[config.mk]
export PLATFORM = sky130hd
export DESIGN_NAME = btn_pulse_gen
export DESIGN_NICKNAME = d
export VERILOG_FILES = /design/src/rtl/btn_pulse_gen.sv
export SDC_FILE = /design/constraint.sdc
export NUM_CORES = 1
export LEC_CHECK = 0
export ABC_AREA = 1
export BUFFER_PORTS_ARGS = -buffer_cell sky130_fd_sc_hd__buf_2
export CORE_MARGIN = 5
export CORE_UTILIZATION = 45
export DETAILED_ROUTE_END_ITERATION = 12
export GPL_TIMING_DRIVEN = 0
export SYNTH_ARGS = -nofsm -noshare
export SYNTH_HDL_FRONTEND = slang
export SYNTH_SLANG_ARGS = --single-unit
[constraint.sdc]
create_clock -name clk -period 1.9 [get_ports clk]
set_input_delay 0.285 -clock clk [delete_from_list [all_inputs] [get_ports clk]]
set_output_delay 0.285 -clock clk [all_outputs]
set_load 0.03 [all_outputs]
[src/rtl/btn_pulse_gen.sv]
// Multi-channel button conditioner: synchronise, debounce, then emit press/release
// strobes and optional auto-repeat pulses. All outputs come straight from flops.
module btn_pulse_gen #(
  parameter int N             = 4,
  parameter int DB_CYCLES     = 500000,
  parameter int REPEAT_EN     = 1,
  parameter int REPEAT_DELAY  = 25000000,
  parameter int REPEAT_PERIOD = 10000000,
  parameter int ACTIVE_LOW    = 0
) (
  input  logic         clk,
  input  logic         rst,
  input  logic [N-1:0] btn_raw,
  output logic [N-1:0] btn_level,
  output logic [N-1:0] btn_press,
  output logic [N-1:0] btn_release,
  output logic [N-1:0] btn_rpt,
  output logic [N-1:0] btn_act
);

  localparam int HOLD_MAX = (REPEAT_DELAY > REPEAT_PERIOD) ? REPEAT_DELAY : REPEAT_PERIOD;
  localparam int DB_W     = $clog2(DB_CYCLES + 1);
  localparam int HOLD_W   = $clog2(HOLD_MAX + 1);

  localparam logic [DB_W-1:0]   DB_MAX      = DB_W'(DB_CYCLES);
  localparam logic [DB_W-1:0]   DB_LAST     = DB_W'(DB_CYCLES - 1);
  localparam logic [HOLD_W-1:0] HOLD_TOP    = HOLD_W'(HOLD_MAX);
  localparam logic [HOLD_W-1:0] DELAY_LAST  = HOLD_W'(REPEAT_DELAY - 1);
  localparam logic [HOLD_W-1:0] PERIOD_LAST = HOLD_W'(REPEAT_PERIOD - 1);
  localparam logic              IDLE_RAW    = (ACTIVE_LOW != 0);
  localparam logic              RPT_ON      = (REPEAT_EN != 0);

  typedef enum logic [1:0] {IDLE, HOLD_DELAY, REPEATING} rpt_state_t;

  function automatic logic [DB_W-1:0] db_inc(input logic [DB_W-1:0] v);
    return (v == DB_MAX) ? v : v + DB_W'(1);
  endfunction

  function automatic logic [HOLD_W-1:0] hold_inc(input logic [HOLD_W-1:0] v);
    return (v == HOLD_TOP) ? v : v + HOLD_W'(1);
  endfunction

  for (genvar g = 0; g < N; g++) begin : g_ch
    logic              s1, s2;
    logic              pressed;
    logic              mismatch, accept, rise, fall;
    logic [DB_W-1:0]   db_cnt;
    logic              level_q, press_q, release_q, rpt_q, act_q;
    rpt_state_t        state, state_nx;
    logic [HOLD_W-1:0] hold_cnt, hold_nx;
    logic              rpt_nx;

    // The synchroniser carries raw polarity so its reset value is the idle level;
    // the ACTIVE_LOW inversion is applied on its output.
    assign pressed  = s2 ^ IDLE_RAW;
    assign mismatch = (pressed != level_q);
    assign accept   = mismatch && (db_cnt == DB_LAST);
    assign rise     = accept && !level_q;
    assign fall     = accept && level_q;

    always_comb begin
      state_nx = state;
      hold_nx  = '0;
      rpt_nx   = 1'b0;
      case (state)
        IDLE: begin
          if (rise && RPT_ON) state_nx = HOLD_DELAY;
        end
        HOLD_DELAY: begin
          if (fall) begin
            state_nx = IDLE;
          end else if (hold_cnt == DELAY_LAST) begin
            rpt_nx   = 1'b1;
            state_nx = REPEATING;
          end else begin
            hold_nx = hold_inc(hold_cnt);
          end
        end
        REPEATING: begin
          // A release landing on a repeat instant suppresses that repeat.
          if (fall) begin
            state_nx = IDLE;
          end else if (hold_cnt == PERIOD_LAST) begin
            rpt_nx = 1'b1;
          end else begin
            hold_nx = hold_inc(hold_cnt);
          end
        end
        default: state_nx = IDLE;
      endcase
    end

    always_ff @(posedge clk) begin
      if (!rst) begin
        s1        <= IDLE_RAW;
        s2        <= IDLE_RAW;
        db_cnt    <= '0;
        level_q   <= 1'b0;
        press_q   <= 1'b0;
        release_q <= 1'b0;
        rpt_q     <= 1'b0;
        act_q     <= 1'b0;
        state     <= IDLE;
        hold_cnt  <= '0;
      end else begin
        s1        <= btn_raw[g];
        s2        <= s1;
        db_cnt    <= (mismatch && !accept) ? db_inc(db_cnt) : '0;
        level_q   <= accept ? !level_q : level_q;
        press_q   <= rise;
        release_q <= fall;
        rpt_q     <= rpt_nx;
        act_q     <= rise | rpt_nx;
        state     <= state_nx;
        hold_cnt  <= hold_nx;
      end
    end

    assign btn_level[g]   = level_q;
    assign btn_press[g]   = press_q;
    assign btn_release[g] = release_q;
    assign btn_rpt[g]     = rpt_q;
    assign btn_act[g]     = act_q;
  end

endmodule

==> run metrics, run 1 <==
status=complete, no violations; via count of the first global-routing pass=8696; Ports=26; pre-CTS setup slack=-0.0521 ns; first-pass GRT wire length=39900 um; Avg Cell Area, Syn=approximately 7.3 sq um; Period Utilization, post-route=97.7%; routed len/inst=12.0 um; Syn Nets=1558; CTS tree=built; TritonCTS Sinks=around 210; post-synthesis sequential area ratio=a little under two fifths; # placed instances=approximately 1900; clock-pin slew on the worst setup and hold paths=approximately 0.060 ns; Worst-Margin Slew=around 0.7 ns; flop2flop setup slack=~0.043 ns; Reg area=roughly 4300 sq um; critical path endpoint=g_ch[3].hold_cnt[0]$_SDFF_PN0_; startpoint types=flop; RSZ-0062 raised after global routing=yes; Routed WL=23500 um; Skew-Pair Late Insertion Delay=between 0.5 and 0.6 ns; Area Growth Syn to Fin=18.1%; TritonCTS Buffers=25; CP Capture Type=flop; nets=roughly 1600; CP Data Required Time=around 2.3 ns; critical-path maximum fanout=7; CP Class=flop to flop; initial antenna violation count=0; initial drt markers=541; Crit path max-delay family=simple AND/OR/NAND/NOR gates; Crit Reg-Reg Endpoint=g_ch[3].hold_cnt[0]$_SDFF_PN0_; peak supply drop=between 0.5 and 0.6 mV; Leakage=4.83 nW; Row Count=between 50 and 60; Die X=168 um; area of the multi-input gates=6080 sq um; endpoints failing setup=0; IO Port Bufs=25; post-layout min period=1.86 ns; clock root buffer=clkbuf_16; Final ANT Viol Nets=0; Final Hold Vio Count=0; router iterations before antenna repair=5; WP data arrival=2.25 ns; fill cell count=2354; DIE AREA=28100 sq um; Critical Path Start=g_ch[3].db_cnt[1]$_SDFFE_PN0P_; Initial Util=about 46%; Vias/cell=4.83; Final Non-Filler Cells=1953; CTS Buffer Depth=3; H-tree Lvls=1; number of flops mapped to enable cells by yosys=0; GPL Wtd Cong=0.857; yosys warns=0; largest net degree at the start of global routing=14; Netlist cell types=50; commonest non-fill, non-tap cells in the layout=nor2_1, nand2_1, dfxtp_1; Reg2Reg Depth=11; total gr overflow=0; Total GRT Usage=about 16%; DRC viols=0; final core occ=54.1%; Worst Slack Setup Final=0.0434 ns; #FFs+latches synth=212; most common flop cell mapped by yosys=dfxtp_1; HP Class=primary input to flop; MaxCap Viol Count=0; layout cells sized above 1=around 18%; total core area=24400 sq um; Critical R2R Launch=g_ch[3].db_cnt[1]$_SDFFE_PN0P_; WP depth=11; WP buf/inv=1; Synth Instances=between 1500 and 2000; CP max stage delay=between 0.3 and 0.4 ns; Cell Area, Synth=11200 sq um; FFs w/ async S/R, synth=0%; crit-path most repeated cell=nand2_4; Max Slew Vio Count=0; chip height=168 um; commonest non-fill, non-tap cell in the layout=nor2_1; Slew HR=52.4%; detailed-route via count=9439; Pwr per Cell Area=758 nW/um^2; Fmax achieved=539 MHz; skew final=0.0129 ns; critical path's slowest cell=dfxtp_4; crit-path cells=ha_4, nand2_4, nor2_4, nand3_2, nor2_4, nand3_4, nand2_4, o21ai_4, nand2_4, clkbuf_16, nor2_2; n_diodes=0; detailed placer's ending HPWL=about 17000 um
## Yosys cell counts (all sizes together), types with 7 or more instances
master / count / area, sq um
a31oi: 7 / 43.8
xor2: 77 / 674
buf: 30 / 266
ha: 28 / 350
inv: 205 / 769
nor4: 15 / 109
nor2: 300 / 1290
o21ai: 48 / 251
xnor2: 18 / 158
a21oi: 67 / 335
nand3b: 8 / 63.8
dfxtp: 212 / 4240
nand2: 263 / 1080
nand4: 38 / 257
nor3: 72 / 455
nand3: 107 / 618
## registers in the layout (all words and copies together) (netlist names)
name            cells
g_ch.hold_cnt     100
g_ch.db_cnt        76
g_ch.release_q      4
g_ch.rpt_q          4
g_ch.act_q          4
g_ch.level_q        4
g_ch.s1             4
g_ch.press_q        4
g_ch.state          8
g_ch.pressed        4
## power by group
part	switching [mW]	leakage, nW	internal, mW
Sequential	0.0141	1.72	4.46
Combinational	0.155	2.65	0.0969
Clock	1.87	0.460	3.40
Total	2.04	4.83	7.96
## cells by family after synthesis
logic type                 synth area share [%]
AOI/OAI and AO/OA                          6.48
DFF                                        38.0
buffers and inverters                      9.45
adders and majority gates                  3.14
and+or+nand+nor                            35.5
xor gates and xnor gates                   7.45
## how the worst min path moves through the flow
stage	start	to	slack, ns	cells past startpoint
2_1_floorplan	btn_raw[0]	g_ch[0].s1$_SDFF_PN0_	0.38	2
3_3_place_gp	g_ch[3].s1$_SDFF_PN0_	g_ch[3].pressed$_SDFF_PN0_	0.40	2
3_5_place_dp	g_ch[0].s1$_SDFF_PN0_	g_ch[0].pressed$_SDFF_PN0_	0.40	2
4_1_cts	rst	g_ch[1].rpt_q$_SDFF_PN0_	0.17	3
5_1_grt	rst	g_ch[1].rpt_q$_SDFF_PN0_	0.20	3
6_report	rst	g_ch[1].rpt_q$_SDFF_PN0_	0.21	3
## repair_timing
item                                    CTS  global route
endpoints found under the setup margin   31           152
cloned                                    0             3
pin swaps                                 1            17
endpoints found under the hold margin     4             0
setup buffers                             3            25
gates resized for setup                   6            61
hold buffers                              4             0
## metal layers
| metal | track usage [%] | part of all wire [%] | vias to the layer above |
|---|---|---|---|
| met5 | 0 | 0 | - |
| met1 | 22.6 | 49 | 4252 |
| met3 | 2.33 | 3.3 | 33 |
| met2 | 26.5 | 45 | 122 |
| li1 | - | - | 5032 |
| met4 | 3.63 | 2.2 | 0 |
## stage by stage
stage | total power, mW | cell area [sq um] | TNS, ns | hold slack [ns]
2_1_floorplan | 4.74 | 11200 | 0 | 0.383
3_3_place_gp | 4.79 | 11700 | -0.867 | 0.399
3_5_place_dp | 4.79 | 11700 | -1.10 | 0.399
4_1_cts | 10.1 | 12700 | -0.0145 | 0.172
5_1_grt | 10.4 | 13200 | -0.896 | 0.203
6_report | 10.0 | 13200 | 0 | 0.209
## worst register-to-register path, cell delays in order, from the launching register on
cell       delay, ns
dfxtp_4         0.37
ha_4            0.16
nand2_4         0.06
nor2_4          0.14
nand3_2         0.11
nor2_4          0.17
nand3_4         0.14
nand2_4         0.14
o21ai_4         0.07
nand2_4         0.17
clkbuf_16       0.19
nor2_2          0.03
## area by class of cell
class	instances	area share, %
Timing Repair Buffer	59	3.32
Clock buffer	30	5.27
Sequential cell	212	32.4
Tap cell	324	3.07
Clock inverter	15	1.73
Inverter	208	5.95
Timing Repair inverter	1	0.0569
Buffer	32	2.13
Multi-Input combinational cell	1072	46.1
Note: power is estimated with default switching activity, not from simulation.
==> run 2, diff against run 1 <==
--- a/config.mk
+++ b/config.mk
@@ -7,8 +7,8 @@
 export LEC_CHECK = 0
 export ABC_AREA = 1
 export BUFFER_PORTS_ARGS = -buffer_cell sky130_fd_sc_hd__buf_2
-export CORE_MARGIN = 5
 export CORE_UTILIZATION = 45
+export CTS_CLUSTER_SIZE = 10
 export DETAILED_ROUTE_END_ITERATION = 12
 export GPL_TIMING_DRIVEN = 0
 export SYNTH_ARGS = -nofsm -noshare
==> run metrics, run 2 (synthesized netlist as in run 1, its figures left out) <==
final core occ=53.1% (was 54.1%); Final Hold Slack=0.215 ns (was 0.209 ns); Ports=26 (unchanged); skew final=0.00792 ns (was 0.0129 ns); H-tree Lvls=1 (unchanged); router iterations before antenna repair=5 (unchanged); TritonCTS Buffers=26 (was 25); Fmax achieved=556 MHz (was 539 MHz); CP Data Required Time=2.30 ns (was 2.29 ns); Final ANT Viol Nets=0 (unchanged); met3 usage=2.45% (was 2.33%); via count of the first global-routing pass=8670 (was 8696); total core area=24300 sq um (was 24400 sq um); Area Growth Syn to Fin=15.6% (was 18.1%); Routed WL=23200 um (was 23500 um); Final Hold Vio Count=0 (unchanged); TritonCTS Sinks=212 (unchanged); chip height=160 um (was 168 um); CP Class=flop to flop (unchanged); endpoints failing setup=0 (unchanged); commonest non-fill, non-tap cell in the layout=nor2_1 (unchanged); DP Area=11700 sq um (unchanged); Skew-Pair Late Insertion Delay=0.51 ns (about the same); largest net degree at the start of global routing=13 (was 14); Vias/cell=4.89 (was 4.83); routed len/inst=12.0 um (about the same); CP max stage delay=0.36 ns (was 0.37 ns); MaxCap Viol Count=0 (unchanged); flop2flop setup slack=0.10 ns (was 0.04 ns); DIE AREA=25400 sq um (was 28100 sq um); Worst-Margin Slew=0.621 ns (was 0.713 ns); critical-path maximum fanout=6 (was 7); layout cells sized above 1=16.8% (was 18.0%); GPL Wtd Cong=0.882 (was 0.857); initial antenna violation count=0 (unchanged); nets=1638 (was 1645); first-pass GRT wire length=39200 um (was 39900 um); critical path's slowest cell=dfxtp_4 (unchanged); commonest non-fill, non-tap cells in the layout=nor2_1, nand2_1, dfxtp_1 (unchanged); post-layout min period=1.80 ns (was 1.86 ns); detailed placer's ending HPWL=16700 um (was 16800 um); CTS Buffer Depth=3 (unchanged); WP data arrival=2.20 ns (was 2.25 ns); IO Port Bufs=25 (unchanged); Die X=160 um (was 168 um); startpoint types=flop (unchanged); peak supply drop=0.590 mV (was 0.597 mV); Max Slew Vio Count=0 (unchanged); initial drt markers=441 (was 541); Leakage=4.65 nW (was 4.83 nW); largest registers=g_ch.hold_cnt (100), g_ch.db_cnt (76), g_ch.state (8) (unchanged); Pwr per Cell Area=705 nW/um^2 (was 758 nW/um^2); status=complete, no violations (unchanged); CTS tree=built (unchanged); Row Count=57 (unchanged); WP buf/inv=1 (unchanged); max reg flops=100 (unchanged); CP Capture Type=flop (unchanged); grt met1 use=24.7% (was 22.6%); Period Utilization, post-route=94.7% (was 97.7%); GRT Max-Usage Layer=met2 (unchanged); met2 Use GR=29.2% (was 26.5%); total gr overflow=0 (unchanged); Crit path max-delay family=simple AND/OR/NAND/NOR gates (unchanged); detailed-route via count=9475 (was 9439); n_diodes=0 (unchanged); clock-pin slew on the worst setup and hold paths=0.05 ns (was 0.06 ns); crit-path cells=ha_4, nand2_2, nor2_4, nand3_2, nor2_4, nand3_4, nand2_4, o21ai_4, nand2_4, clkbuf_16, nor2_1 (was ha_4, nand2_4, nor2_4, nand3_2, nor2_4, nand3_4, nand2_4, o21ai_4, nand2_4, clkbuf_16, nor2_2); HP Class=primary input to flop (unchanged); Initial Util=45.9% (was 45.8%); clock root buffer=clkbuf_16 (unchanged); Slew HR=58.6% (was 52.4%); Top reg by flops=g_ch.hold_cnt (unchanged); DRC viols=0 (unchanged); Total GRT Usage=17.9% (was 16.1%); fin area=12900 sq um (was 13200 sq um)
-- run 2: changes by cell type in the layout (fill, tap and decap cells not counted), sizes merged --
cell      change
clkinv        -5
buf           -9
bufinv        -6
nand2         +1
clkinvlp      -1
clkbuf        +4
-- run 2: cell type report --
type                    instances  area, sq um
fillers                      2375        11400
multi-input cells            1073         6080
flip-flops and latches        212         4260
inverters                     208          785
clock buffers                  34          722
well taps                     324          405
repair buffers                 50          344
plain buffers                  32          280
clock inverters                 3         15.0
repair inverters                1         7.51
-- run 2: worst reg2reg max path: stages, from the launching register on --
cell and delay, ns:
dfxtp_4 0.36, ha_4 0.13, nand2_2 0.07, nor2_4 0.15
nand3_2 0.10, nor2_4 0.17, nand3_4 0.15, nand2_4 0.14
o21ai_4 0.08, nand2_4 0.14, clkbuf_16 0.16, nor2_1 0.03
-- run 2: final timing paths --
check                                                  endpoint                      startpoint  cells past startpoint
worst max-delay path            g_ch[3].hold_cnt[17]$_SDFF_PN0_  g_ch[3].db_cnt[0]$_SDFFE_PN0P_                     11
worst min-delay path            g_ch[1].hold_cnt[23]$_SDFF_PN0_                             rst                      3
worst max register to register  g_ch[3].hold_cnt[17]$_SDFF_PN0_  g_ch[3].db_cnt[0]$_SDFFE_PN0P_                     11
worst min register to register       g_ch[2].pressed$_SDFF_PN0_           g_ch[2].s1$_SDFF_PN0_                      2
-- run 2: power breakdown --
group / leakage (nW) / total (mW) / switching, mW / internal, mW
registers: 1.71 / 4.48 / 0.0139 / 4.47
logic: 2.57 / 0.241 / 0.151 / 0.0896
clock network: 0.365 / 4.37 / 1.76 / 2.61
-- run 2: per-layer routing --
metal	share of wire [%]	wire [um]	vias to the layer above
met3	3.2	738	32
li1	-	-	5026
met4	1.9	431	0
met1	50	11600	4296
met2	45	10400	121
met5	0	0	-
-- run 2: metrics by stage --
step	instances	setup WS [ns]	total power [mW]	TNS [ns]
floorplan	1524	0.246	4.74	0
global placement	1873	-0.0703	4.79	-1.31
detailed placement	1873	-0.0411	4.79	-0.819
CTS	1917	-0.0133	9.25	-0.156
global route	1937	-0.0181	9.46	-0.138
finish	1937	0.100	9.10	0
-- run 2: timing repair --
action	in CTS	in global routing
setup endpoints to repair	52	156
endpoints found under the hold margin	4	0
hold buffers	4	0
pin swaps	2	13
gates resized for setup	3	59
setup buffers	3	17
cloned	0	3
